<file path="src/rtl/mem_sync_pkg.sv">
// Shared types and default widths for the synchronous-RAM initiator.
// Widths: 1024x8 memory, 10-bit burst length field.
package mem_sync_pkg;

  localparam int MEM_AW = 10;
  localparam int MEM_DW = 8;
  localparam int MEM_LW = 10;

  typedef enum logic [1:0] {
    IDLE  = 2'd0,
    WRITE = 2'd1,
    READ  = 2'd2,
    DRAIN = 2'd3
  } state_t;

endpackage

</file>
<file path="src/rtl/mem_sync_master_if.sv">
// Command/response and RAM pin bundle; master = initiator view, slave = environment view.
// Response side has no ready: it is never stalled.
interface mem_sync_master_if
  import mem_sync_pkg::*;
#(
  parameter int AW = MEM_AW,
  parameter int DW = MEM_DW,
  parameter int LW = MEM_LW
) ();

  logic          req_valid;
  logic          req_ready;
  logic          req_we;
  logic [AW-1:0] req_addr;
  logic [LW-1:0] req_len;
  logic [DW-1:0] req_wdata;
  logic          rsp_valid;
  logic [DW-1:0] rsp_data;
  logic          done;
  logic          mem_cs;
  logic          mem_wr;
  logic          mem_rd;
  logic [AW-1:0] mem_addr;
  logic [DW-1:0] mem_dout;
  logic [DW-1:0] mem_din;

  modport master (
    input  req_valid, req_we, req_addr, req_len, req_wdata, mem_din,
    output req_ready, rsp_valid, rsp_data, done,
           mem_cs, mem_wr, mem_rd, mem_addr, mem_dout
  );

  modport slave (
    output req_valid, req_we, req_addr, req_len, req_wdata, mem_din,
    input  req_ready, rsp_valid, rsp_data, done,
           mem_cs, mem_wr, mem_rd, mem_addr, mem_dout
  );

endinterface

</file>
<file path="src/rtl/mem_sync_agen.sv">
// Burst beat counter plus wrapping address / data-seed incrementer; addr/wdata give the NEXT beat.
// Loaded on command accept, stepped once per issued beat; last_beat flags the beat currently driven.
module mem_sync_agen
  import mem_sync_pkg::*;
#(
  parameter int AW = MEM_AW,
  parameter int DW = MEM_DW,
  parameter int LW = MEM_LW
) (
  input  logic          clk,
  input  logic          rst_n,
  input  logic          load,
  input  logic          step,
  input  logic [AW-1:0] start_addr,
  input  logic [LW-1:0] len,
  input  logic [DW-1:0] seed,
  output logic          last_beat,
  output logic [AW-1:0] addr,
  output logic [DW-1:0] wdata
);

  logic [LW-1:0] remain;

  // Address and data wrap naturally at their register widths.
  always_ff @(posedge clk) begin
    if (!rst_n) begin
      remain <= '0;
      addr   <= '0;
      wdata  <= '0;
    end else if (load) begin
      remain <= len;
      addr   <= start_addr + AW'(1);
      wdata  <= seed + DW'(1);
    end else if (step) begin
      remain <= remain - LW'(1);
      addr   <= addr + AW'(1);
      wdata  <= wdata + DW'(1);
    end
  end

  assign last_beat = (remain == '0);

endmodule

</file>
<file path="src/rtl/mem_sync_master.sv">
// Single-port sync RAM initiator: first beat driven at accept edge, read data 2 cycles later, done closes each command.
// Bursts need MEM_SYNC_MASTER_BURST_EN; without it every command is one beat. Response port is never stalled.
module mem_sync_master
  import mem_sync_pkg::*;
#(
  parameter int AW = MEM_AW,
  parameter int DW = MEM_DW,
  parameter int LW = MEM_LW
) (
  input logic               clk,
  input logic               rst_n,
  mem_sync_master_if.master bus
);

  state_t        state, state_d;
  logic          cs_d, wr_d, rd_d, done_d, ready_d;
  logic [AW-1:0] addr_d;
  logic [DW-1:0] dout_d;
  logic          accept, load, step, last_beat;
  logic [AW-1:0] nxt_addr;
  logic [DW-1:0] nxt_wdata;
  logic          rd_pipe;

  assign accept = bus.req_valid && bus.req_ready;

`ifdef MEM_SYNC_MASTER_BURST_EN
  mem_sync_agen #(.AW(AW), .DW(DW), .LW(LW)) u_agen (
    .clk        (clk),
    .rst_n      (rst_n),
    .load       (load),
    .step       (step),
    .start_addr (bus.req_addr),
    .len        (bus.req_len),
    .seed       (bus.req_wdata),
    .last_beat  (last_beat),
    .addr       (nxt_addr),
    .wdata      (nxt_wdata)
  );
`else
  logic [LW-1:0] unused_len;
  logic          unused_ctl;
  assign unused_len = bus.req_len;
  assign unused_ctl = load ^ step;
  assign last_beat  = 1'b1;
  assign nxt_addr   = bus.mem_addr;
  assign nxt_wdata  = bus.mem_dout;
`endif

  always_comb begin
    state_d = state;
    cs_d    = 1'b0;
    wr_d    = 1'b0;
    rd_d    = 1'b0;
    addr_d  = bus.mem_addr;
    dout_d  = bus.mem_dout;
    done_d  = 1'b0;
    load    = 1'b0;
    step    = 1'b0;
    case (state)
      IDLE: begin
        if (accept) begin
          state_d = bus.req_we ? WRITE : READ;
          cs_d    = 1'b1;
          wr_d    = bus.req_we;
          rd_d    = !bus.req_we;
          addr_d  = bus.req_addr;
          dout_d  = bus.req_wdata;
          load    = 1'b1;
        end
      end
      WRITE: begin
        if (last_beat) begin
          state_d = IDLE;
          done_d  = 1'b1;
        end else begin
          cs_d   = 1'b1;
          wr_d   = 1'b1;
          addr_d = nxt_addr;
          dout_d = nxt_wdata;
          step   = 1'b1;
        end
      end
      READ: begin
        if (last_beat) begin
          state_d = DRAIN;
        end else begin
          cs_d   = 1'b1;
          rd_d   = 1'b1;
          addr_d = nxt_addr;
          step   = 1'b1;
        end
      end
      DRAIN: begin
        // Last read beat lands in rsp this same edge, so done lines up with it.
        state_d = IDLE;
        done_d  = 1'b1;
      end
      default: state_d = IDLE;
    endcase
    ready_d = (state_d == IDLE);
  end

  always_ff @(posedge clk) begin
    if (!rst_n) begin
      state         <= IDLE;
      bus.req_ready <= 1'b0;
      bus.mem_cs    <= 1'b0;
      bus.mem_wr    <= 1'b0;
      bus.mem_rd    <= 1'b0;
      bus.mem_addr  <= '0;
      bus.mem_dout  <= '0;
      bus.done      <= 1'b0;
      rd_pipe       <= 1'b0;
      bus.rsp_valid <= 1'b0;
      bus.rsp_data  <= '0;
    end else begin
      state         <= state_d;
      bus.req_ready <= ready_d;
      bus.mem_cs    <= cs_d;
      bus.mem_wr    <= wr_d;
      bus.mem_rd    <= rd_d;
      bus.mem_addr  <= addr_d;
      bus.mem_dout  <= dout_d;
      bus.done      <= done_d;
      // RAM samples the strobe one edge later; rsp is registered one edge after that.
      rd_pipe       <= bus.mem_rd;
      bus.rsp_valid <= rd_pipe;
      bus.rsp_data  <= bus.mem_din;
    end
  end

endmodule

</file>
<file path="src/flat_wrapper.sv">
// flat-port wrapper written by rule: the top's interface ports become plain ports
module mem_sync_master_flat import mem_sync_pkg::*;
#(
  parameter int AW = MEM_AW,
  parameter int DW = MEM_DW,
  parameter int LW = MEM_LW
)
  (clk, rst_n, bus_req_valid, bus_req_we, bus_req_addr, bus_req_len, bus_req_wdata, bus_mem_din, bus_req_ready, bus_rsp_valid, bus_rsp_data, bus_done, bus_mem_cs, bus_mem_wr, bus_mem_rd, bus_mem_addr, bus_mem_dout);
  mem_sync_master_if #(.AW(AW), .DW(DW), .LW(LW)) bus_i ();
  input logic clk;
  input logic rst_n;
  input wire logic [$bits(bus_i.req_valid)-1:0] bus_req_valid;
  input wire logic [$bits(bus_i.req_we)-1:0] bus_req_we;
  input wire logic [$bits(bus_i.req_addr)-1:0] bus_req_addr;
  input wire logic [$bits(bus_i.req_len)-1:0] bus_req_len;
  input wire logic [$bits(bus_i.req_wdata)-1:0] bus_req_wdata;
  input wire logic [$bits(bus_i.mem_din)-1:0] bus_mem_din;
  output wire logic [$bits(bus_i.req_ready)-1:0] bus_req_ready;
  output wire logic [$bits(bus_i.rsp_valid)-1:0] bus_rsp_valid;
  output wire logic [$bits(bus_i.rsp_data)-1:0] bus_rsp_data;
  output wire logic [$bits(bus_i.done)-1:0] bus_done;
  output wire logic [$bits(bus_i.mem_cs)-1:0] bus_mem_cs;
  output wire logic [$bits(bus_i.mem_wr)-1:0] bus_mem_wr;
  output wire logic [$bits(bus_i.mem_rd)-1:0] bus_mem_rd;
  output wire logic [$bits(bus_i.mem_addr)-1:0] bus_mem_addr;
  output wire logic [$bits(bus_i.mem_dout)-1:0] bus_mem_dout;
  assign bus_i.req_valid = bus_req_valid;
  assign bus_i.req_we = bus_req_we;
  assign bus_i.req_addr = bus_req_addr;
  assign bus_i.req_len = bus_req_len;
  assign bus_i.req_wdata = bus_req_wdata;
  assign bus_i.mem_din = bus_mem_din;
  assign bus_req_ready = bus_i.req_ready;
  assign bus_rsp_valid = bus_i.rsp_valid;
  assign bus_rsp_data = bus_i.rsp_data;
  assign bus_done = bus_i.done;
  assign bus_mem_cs = bus_i.mem_cs;
  assign bus_mem_wr = bus_i.mem_wr;
  assign bus_mem_rd = bus_i.mem_rd;
  assign bus_mem_addr = bus_i.mem_addr;
  assign bus_mem_dout = bus_i.mem_dout;
  mem_sync_master #(.AW(AW), .DW(DW), .LW(LW)) u_core (.clk(clk), .rst_n(rst_n), .bus(bus_i));
endmodule
</file>
<file path="config.mk">
export PLATFORM = sky130hd
export DESIGN_NAME = mem_sync_master_flat
export DESIGN_NICKNAME = d
export VERILOG_FILES = /design/src/rtl/mem_sync_pkg.sv /design/src/rtl/mem_sync_master_if.sv /design/src/rtl/mem_sync_agen.sv /design/src/rtl/mem_sync_master.sv /design/src/flat_wrapper.sv
export SDC_FILE = /design/constraint.sdc
export NUM_CORES = 1
export LEC_CHECK = 0
export ABC_AREA = 1
export BUFFER_PORTS_ARGS = -buffer_cell sky130_fd_sc_hd__buf_2
export CORE_ASPECT_RATIO = 2
export CORE_MARGIN = 2
export CORE_UTILIZATION = 38
export CTS_BUF_LIST = sky130_fd_sc_hd__clkbuf_16
export CTS_CLUSTER_SIZE = 8
export DETAILED_ROUTE_END_ITERATION = 10
export PLACE_DENSITY_LB_ADDON = 0.2
export SYNTH_ARGS = -nofsm -noshare
export SYNTH_HDL_FRONTEND = slang
export SYNTH_SLANG_ARGS = --single-unit
</file>
<file path="constraint.sdc">
create_clock -name clk -period 0.9 [get_ports clk]
set_input_delay 0.09 -clock clk [delete_from_list [all_inputs] [get_ports clk]]
set_output_delay 0.09 -clock clk [all_outputs]
set_load 0.02 [all_outputs]
</file>
### Yosys cells after proc, flatten, opt, wreduce, memory -nomap -nowiden

Cells that the tools add are included.

| storage, ports and cells | value |
|---|---|
| RAM bits | 0 |
| memories | 0 |
| register bits after elaboration | 35 |
| output and inout bits | 32 |
| latch bits | 0 |
| bits in read-only memories | 0 |

| cells by class | value |
|---|---|
| eq/ne operators | 3 |
| divide/modulo/power cells | 0 |
| magnitude comparators | 0 |
| bitwise logic cells | 0 |
| shift operators | 0 |
| reductions and logical operators | 8 |
| add/subtract/negate cells | 0 |
| multipliers | 0 |
| mux-type cells | 5 |

Operators by type and width:

| cell | number |
|---|---|
| $pmux W2 S3 | 1 |
| $eq A2 B2 Y1 const B | 2 |
| $logic_not A2 Y1 | 2 |
| $mux W2 | 2 |
| $reduce_and A2 Y1 | 2 |
| $reduce_and A3 Y1 | 1 |
| $eq A2 B1 Y1 const B | 1 |
| $mux W1 | 2 |
| $reduce_or A2 Y1 | 1 |
| $logic_and A1 B1 Y1 | 1 |
| $logic_not A1 Y1 | 1 |

### Longest topological paths before layout

Gate-level depths: netlist of run 1.

| depth | value |
|---|---|
| depth after elaboration | 4 |
| mapped depth | 6 |

### Worst setup path after synthesis of run 1

OpenSTA, ideal clock, no wires.

| timing path | value |
|---|---|
| kind | register to register |
| start | reg u_core.bus.req_ready |
| end | reg u_core.bus.mem_addr[0] in the netlist's numbering |
| path buffers | 1 |
| setup time | 0.113 ns |
| stages on the path, launching flop included | 7 |
| arrival | 0.913 ns |
| path slack | -0.125 ns |
| cells stage by stage | dfxtp_1 > nand2_1 > inv_2 > nand2_4 > buf_6 > nand3_2 > nand2_1 |

| on the way | value |
|---|---|
| cells in the longest elaborated chain, start to end | 2 |

RTL lines:

| item | line | source |
|---|---|---|
| start: declaration | mem_sync_master_if.sv:29 | `output req_ready, rsp_valid, rsp_data, done,` |
| start signal: assignment | mem_sync_master.sv:118 | `bus.req_ready <= ready_d;` |
| $logic_and A1 B1 Y1 | mem_sync_master.sv:24 | `assign accept = bus.req_valid && bus.req_ready;` |
| $reduce_and A2 Y1 (no source line) | -- |  |
| end signal: assignment | mem_sync_master.sv:122 | `bus.mem_addr <= addr_d;` |
| end: declaration | mem_sync_master_if.sv:30 | `mem_cs, mem_wr, mem_rd, mem_addr, mem_dout` |

Every way passes these cells.
A chain may end at the register's enable or synchronous reset.

### Final worst setup path of run 1

| timing path | value |
|---|---|
| start | reg u_core.state[0] |
| end | reg u_core.state[0] |

| on the way | value |
|---|---|
| cells in the longest elaborated chain, start to end | 3 |
| elaborated cells between the ends (all ways) | 7 |

RTL lines:

| item | line | source |
|---|---|---|
| start: declaration | mem_sync_master.sv:15 | `state_t state, state_d;` |
| start signal: assignment | mem_sync_master.sv:117 | `state <= state_d;` |
| $eq A2 B2 Y1 or $eq A2 B1 Y1 (tied branches) | mem_sync_master.sv:59 | `case (state)` |
| $reduce_or A2 Y1 (no source line) | -- |  |
| $pmux W2 S3 * | mem_sync_master.sv:59 |  |

Mark *: on every way between the ends. The rest lies on a longest branch, timed or not.

==> summary.json, run 1 <==
{
  "drive_above_1_share": {"value": 46.05, "unit": "%"},
  "filler_cell_count": {"value": 281},
  "power": {"value": 4186, "unit": "µW"},
  "fin_worst_skew": {"value": 0.002353, "unit": "ns"},
  "relSlewSlack": {"value": 86.55, "unit": "%"},
  "sequential_cell_area": {"value": 708.2, "unit": "µm²"},
  "area_growth": {"value": 56.45, "unit": "%"},
  "synth_top_area_cells": {"value": "dfxtp_1 (56%), nand2_1 (10%), nand4_1 (9.9%), nand3_2 (7.9%), inv_1 (4.8%)"},
  "die_height": {"value": 85.47, "unit": "µm"},
  "diodes": {"value": 0},
  "critical_path.max_fanout": {"value": 6},
  "report.final.slew_viol_count": {"value": 0},
  "power-per-cell-area": {"value": 2122, "unit": "nW/µm²"},
  "clk_path_buf_depth": {"value": 2},
  "required": {"value": 1.12, "unit": "ns"},
  "worst_skew_pair.late_latency": {"value": 0.27, "unit": "ns"},
  "postLayoutCoreUtil": {"value": 62.51, "unit": "%"},
  "global_route.usage.total": {"value": 17.36, "unit": "%"},
  "cts.root.buffer_cell": {"value": "clkbuf_16"},
  "path_cells": {"value": "nor2_4 > buf_12 > buf_8 > nand4_1 > nand2_1"},
  "max_freq": {"value": 1036, "unit": "MHz"},
  "hpwl": {"value": 1.978, "unit": "mm"},
  "synth_largest_type_area_fraction": {"value": 55.56, "unit": "%"},
  "detailed_router_iteration_count_before_antenna_repair": {"value": 4},
  "critical-path-top-delay-family": {"value": "flip-flops"},
  "grt.overflow.total": {"value": 0},
  "floorplan.initialDensity": {"value": 39.95, "unit": "%"},
  "io_pins": {"value": 72},
  "critical_path.startpoint_type": {"value": "flip-flop"},
  "grt_first_pass_wirelength": {"value": 4.933, "unit": "mm"},
  "syn_area_per_cell": {"value": 9.009, "unit": "µm²"},
  "final.setup.worst_slack": {"value": -0.06493, "unit": "ns"},
  "area_used_by_multi_input_combinational_logic": {"value": 464.2, "unit": "µm²"},
  "final.period_utilization": {"value": 107.2, "unit": "%"},
  "core_area": {"value": 3157, "unit": "µm²"},
  "critPathBufInv": {"value": 2},
  "cts.sink_count": {"value": 35},
  "htree_num_levels": {"value": 2},
  "first_iter_violations": {"value": 19},
  "instance_count_of_the_mapped_netlist": {"value": 140},
  "grt_start_max_net_pins": {"value": 34},
  "routed_wirelength": {"value": 3.001, "unit": "mm"},
  "grt_setup_unrepaired": {"value": "yes"},
  "port_buffers": {"value": 61},
  "arr_time_crit_path": {"value": 1.18, "unit": "ns"},
  "layout_cell_area_excl_fill": {"value": 1973, "unit": "µm²"},
  "power.ir.vdd_worst": {"value": 1.738, "unit": "mV"},
  "setup_viol": {"value": 23},
  "timing_hold_violations_final": {"value": 0},
  "finalWorstPathRequiredPeriod": {"value": 0.9649, "unit": "ns"},
  "critical_path.endpoint_type": {"value": "flip-flop"},
  "mostFrequentLayoutCells": {"value": "buf_2 (52), nand2_1 (33), dfxtp_1 (31), nand4_1 (20), inv_1 (16)"},
  "post_drt_wl_per_cell": {"value": 12.20, "unit": "µm"},
  "worst_path_largest_cell_delay": {"value": 0.33, "unit": "ns"},
  "cts_tree": {"value": "built"},
  "number_of_antenna_violations_at_the_first_check_in_global_routing": {"value": 0},
  "globalplace.congestion": {"value": 0.7367},
  "yosysTopAreaCell": {"value": "dfxtp_1"},
  "syn-num-nets": {"value": 180},
  "fin_nets": {"value": 254},
  "crit_path_top_delay_cell": {"value": "dfxtp_2"},
  "post_layout_nonfiller_instances": {"value": 246},
  "hold_path.class": {"value": "input pin to flip-flop"},
  "placementRows": {"value": 29},
  "mostFrequentLayoutCell": {"value": "buf_2"},
  "dp.cells": {"value": 230},
  "chipWidth": {"value": 44.74, "unit": "µm"},
  "timing_worst_slew_pin_value": {"value": 0.2018, "unit": "ns"},
  "worstSetupPathType": {"value": "flip-flop to flip-flop"},
  "synth_sequential_area_ratio": {"value": 55.56, "unit": "%"},
  "max-cap-violations": {"value": 0},
  "mappedNetlistArea": {"value": 1261, "unit": "µm²"},
  "die_area": {"value": 3824, "unit": "µm²"},
  "cts_made_buffers": {"value": 5},
  "vias": {"value": 1193},
  "dpl_cell_area": {"value": 1623, "unit": "µm²"},
  "outcome": {"value": "finished with violations"},
  "drt.antenna.violating_nets": {"value": 0},
  "standby_leakage_power": {"value": 0.001099, "unit": "µW"},
  "yosys_register_bits": {"value": 35},
  "first_global_vias": {"value": 1167},
  "post_synth_num_cell_types": {"value": 13},
  "violations": {"value": "negative setup slack"},
  "avg_vias_per_cell": {"value": 4.850},
  "drt_drc_violations_left": {"value": 0},
  "clk_transition_reported_paths": {"value": 0.05, "unit": "ns"},
  "yosys_warnings": {"value": 0}
}
==> cell usage after synthesis <==
library cell	instances
nand4_1	20
nand3_1	9
nand2_1	34
buf_2	7
inv_1	16
buf_4	3
inv_2	1
nand2_4	1
nor2_4	1
nor2_1	2
dfxtp_1	35
buf_6	1
nand3_2	10
==> power by group <==
part,internal (µW),switching [µW],total (µW)
sequential,1640,42.3,1680
combinational,288,346,634
clock,1290,584,1870
==> area by class of cell <==
class	instances	share of cell area, %
Timing Repair Buffer	77	26.82
Inverter	17	3.488
Clock inverter	3	1.966
Sequential cell	35	35.89
Clock buffer	5	6.341
Multi-Input combinational cell	78	23.53
Tap cell	31	1.966
==> per-layer routing <==
metal	global-route usage (%)	vias up	routed length, µm
met5	0	-	0
met4	9.091	0	68
met3	5.106	6	244
met2	31.09	51	1607
met1	16.64	531	1081
li1	-	605	-
==> kinds of logic (layout without fill, tap and decap cells) <==
group,count (synthesis),after routing,share of synthesized area [%]
and+or+nand+nor,77,78,33.93
DFF,35,35,55.56
buffers and inverters,28,102,10.52
==> metrics by stage <==
step / hold WS [ns] / TNS [ns] / setup slack, ns
2_1_floorplan: 0.1876 / -0.1742 / -0.01742
3_3_place_gp: 0.2757 / -0.6738 / -0.05077
3_5_place_dp: 0.2768 / -1.085 / -0.08014
4_1_cts: 0.0006050 / -0.6657 / -0.04897
5_1_grt: 0.02963 / -1.947 / -0.1109
6_report: 0.002668 / -0.6402 / -0.06493
==> path summary, 6_finish.rpt <==
kind                   startpoint                endpoint  slack [ns]  cells after the start
setup / recovery  u_core.state[0]         u_core.state[0]       -0.06                      5
setup reg to reg  u_core.state[0]         u_core.state[0]       -0.06                      5
hold reg to reg    u_core.rd_pipe    u_core.bus.rsp_valid        0.43                      2
hold / removal     bus_mem_din[2]  u_core.bus.rsp_data[2]       0.003                      3
==> worst reg2reg max path, delay by kind of cell, from the launching register on <==
family,cells,cell delay (ns)
flops,1,0.33
simple gates,3,0.31
buf+inv,2,0.28
==> timing repair <==
item,CTS,global route
cloned,1,1
hold endpoints to repair,5,0
endpoints found under the setup margin,24,32
pin swaps,8,22
hold buffers,5,0
gates resized for setup,8,16
buffers inserted,1,0
==> registers in the layout (all words and copies together) (netlist names) <==
| name | flops |
|---|---|
| u_core.bus.mem_cs | 1 |
| u_core.bus.rsp_data | 8 |
| u_core.bus.req_ready | 1 |
| u_core.bus.done | 1 |
| u_core.bus.mem_rd | 1 |
| u_core.bus.rsp_valid | 1 |
| u_core.rd_pipe | 1 |
| u_core.bus.mem_wr | 1 |
| u_core.bus.mem_dout | 8 |
| u_core.bus.mem_addr | 10 |
| u_core.state | 2 |
No activity file was read; power rests on OpenSTA's default activity.
==> inputs of run 2 (changes only) <==
--- a/config.mk
+++ b/config.mk
@@ -6,7 +6,7 @@
 export NUM_CORES = 1
 export LEC_CHECK = 0
 export ABC_AREA = 1
-export BUFFER_PORTS_ARGS = -buffer_cell sky130_fd_sc_hd__buf_2
+export BUFFER_PORTS_ARGS = -buffer_cell sky130_fd_sc_hd__buf_4
 export CORE_ASPECT_RATIO = 2
 export CORE_MARGIN = 2
 export CORE_UTILIZATION = 38
==> run 2 against run 1 <==
Effect of this change:
- non-clock buffer count down 4
- the flow still finishes with violations (negative setup slack)
- final cell count shrank 1.6%
- sequential share of layout area shrank 0.32 points
- largest cell class unchanged
- critical endpoint unchanged
- count of clock-buffer cells in the layout did not move
- critical path type unchanged
- total power shrank 7.2%
- worst setup slack improved by 0.011 ns
- highest routed layer unchanged
==> summary.json, run 2 (synthesis results as in run 1) <==
{
  "max-cap-violations": {"value": 0},
  "drt.antenna.violating_nets": {"value": 0},
  "p_switching": {"value": 941.2, "unit": "µW"},
  "critical_path.startpoint_type": {"value": "flip-flop"},
  "vias": {"value": 1210},
  "layout_cell_area_excl_fill": {"value": 1991, "unit": "µm²"},
  "htree_num_levels": {"value": 2},
  "chipWidth": {"value": 44.74, "unit": "µm"},
  "routed_wirelength": {"value": 2.995, "unit": "mm"},
  "fin_worst_skew": {"value": 0.002395, "unit": "ns"},
  "top_regs": {"value": "u_core.bus.mem_addr x10, u_core.bus.mem_dout x8, u_core.bus.rsp_data x8"},
  "critical_path.endpoint_type": {"value": "flip-flop"},
  "detailed_router_iteration_count_before_antenna_repair": {"value": 4},
  "sequential_cell_area": {"value": 708.2, "unit": "µm²"},
  "floorplan.initialDensity": {"value": 39.95, "unit": "%"},
  "mostFrequentLayoutCell": {"value": "buf_4"},
  "timing_worst_slew_pin_value": {"value": 0.5305, "unit": "ns"},
  "clk_path_buf_depth": {"value": 2},
  "hpwl": {"value": 2.134, "unit": "mm"},
  "clk_transition_reported_paths": {"value": 0.05, "unit": "ns"},
  "port_buffers": {"value": 61},
  "global_route.usage.total": {"value": 17.86, "unit": "%"},
  "report.final.slew_viol_count": {"value": 0},
  "worst_skew_pair.late_latency": {"value": 0.27, "unit": "ns"},
  "grt.overflow.total": {"value": 0},
  "grt_first_pass_wirelength": {"value": 5.030, "unit": "mm"},
  "internal_power": {"value": 2942, "unit": "µW"},
  "avg_vias_per_cell": {"value": 5.000},
  "die_height": {"value": 85.47, "unit": "µm"},
  "diodes": {"value": 0},
  "setup_viol": {"value": 22},
  "postLayoutCoreUtil": {"value": 63.06, "unit": "%"},
  "core_area": {"value": 3157, "unit": "µm²"},
  "cts_tree": {"value": "built"},
  "first_global_vias": {"value": 1163},
  "power-per-cell-area": {"value": 1951, "unit": "nW/µm²"},
  "cts.root.buffer_cell": {"value": "clkbuf_16"},
  "hold_path.class": {"value": "input pin to flip-flop"},
  "cts.sink_count": {"value": 35},
  "area_used_by_multi_input_combinational_logic": {"value": 450.4, "unit": "µm²"},
  "outcome": {"value": "finished with violations"},
  "die_area": {"value": 3824, "unit": "µm²"},
  "sequentialPowerShare": {"value": 43.4, "unit": "%"},
  "filler_cell_count": {"value": 277},
  "drt_drc_violations_left": {"value": 0},
  "grt_setup_unrepaired": {"value": "yes"},
  "mostFrequentLayoutCells": {"value": "buf_4 (64), nand2_1 (33), dfxtp_1 (31), nand4_1 (20), inv_1 (18)"},
  "largest_register_ffs": {"value": 10},
  "grt_start_max_net_pins": {"value": 53},
  "first_iter_violations": {"value": 13},
  "timing_hold_violations_final": {"value": 0},
  "worstSetupPathType": {"value": "flip-flop to flip-flop"},
  "post_layout_nonfiller_instances": {"value": 242},
  "fin_nets": {"value": 250},
  "finalWorstPathRequiredPeriod": {"value": 0.9538, "unit": "ns"},
  "area_growth": {"value": 57.84, "unit": "%"},
  "final.period_utilization": {"value": 106.0, "unit": "%"},
  "violations": {"value": "negative setup slack"},
  "required": {"value": 1.11, "unit": "ns"},
  "placementRows": {"value": 29},
  "cts_made_buffers": {"value": 5},
  "regMostFlops": {"value": "u_core.bus.mem_addr"},
  "io_pins": {"value": 72},
  "critical_path.max_fanout": {"value": 5},
  "fin_worst_hold_slack": {"value": 0.003481, "unit": "ns"},
  "dpl_cell_area": {"value": 1740, "unit": "µm²"},
  "drive_above_1_share": {"value": 44.55, "unit": "%"},
  "clock_power_share": {"value": 40.2, "unit": "%"},
  "power_switching_share": {"value": 24.24, "unit": "%"},
  "final.setup.worst_slack": {"value": -0.05385, "unit": "ns"},
  "post_drt_wl_per_cell": {"value": 12.38, "unit": "µm"},
  "arr_time_crit_path": {"value": 1.16, "unit": "ns"},
  "power.ir.vdd_worst": {"value": 1.756, "unit": "mV"},
  "power": {"value": 3883, "unit": "µW"},
  "max_freq": {"value": 1048, "unit": "MHz"},
  "power.share.combinational": {"value": 16.4, "unit": "%"},
  "globalplace.congestion": {"value": 0.7103},
  "dp.cells": {"value": 227},
  "number_of_antenna_violations_at_the_first_check_in_global_routing": {"value": 0},
  "relSlewSlack": {"value": 64.63, "unit": "%"},
  "standby_leakage_power": {"value": 0.001086, "unit": "µW"}
}
run 2: area by class of cell:
type | instances | share of cell area (%)
tap | 31 | 1.948
clock buffer | 5 | 6.285
timing repair buffer | 73 | 29.60
multi-input combinational | 78 | 22.63
inverter | 17 | 3.331
sequential | 35 | 35.58
clock inverter | 3 | 0.6285
run 2: critical path, stage by stage (launching register included):
cell and delay [ns]:
dfxtp_2 0.33, nor2_4 0.13, buf_4 0.14, buf_6 0.10, nand4_1 0.10, nand2_1 0.09
run 2: worst paths after layout:
check / start / to / slack (ns) / cells past startpoint
setup / recovery: u_core.state[0] / u_core.state[0] / -0.05 / 5
hold / removal: bus_mem_din[2] / u_core.bus.rsp_data[2] / 0.003 / 3
setup reg to reg: u_core.state[0] / u_core.state[0] / -0.05 / 5
hold reg to reg: u_core.rd_pipe / u_core.bus.rsp_valid / 0.41 / 2
run 2: per-layer routing:
metal / part of all wire, % / vias up / GRT usage [%]
li1: - / 597 / -
met1: 34 / 558 / 16.64
met2: 55 / 49 / 32.54
met3: 9.6 / 6 / 5.957
met4: 1.9 / 0 / 8.264
met5: 0 / - / 0
run 2: metrics by stage:
step / setup slack, ns / TNS, ns
after floorplan: -0.01742 / -0.1742
after CTS: -0.05155 / -0.7649
after global routing: -0.1174 / -2.026
final: -0.05385 / -0.8305
after global placement: -0.07209 / -1.115
after detailed placement: -0.1018 / -1.408
run 2: power groups by stage:
stage               registers [µW]  clock network (µW)  logic (µW)
floorplan                     1810                   0         205
global placement              1710                   0         544
detailed placement            1710                   0         554
CTS                           1680                1610         639
global route                  1690                1670         690
finish                        1680                1560         637
run 2: repair_timing:
| item | CTS | global route |
|---|---|---|
| gates resized for setup | 8 | 2 |
| pin swaps | 7 | 8 |
| hold buffers | 4 | 0 |
| buffers inserted | 2 | 0 |
| gates cloned | 1 | 0 |
| hold endpoints to repair | 4 | 0 |
| endpoints found under the setup margin | 22 | 24 |
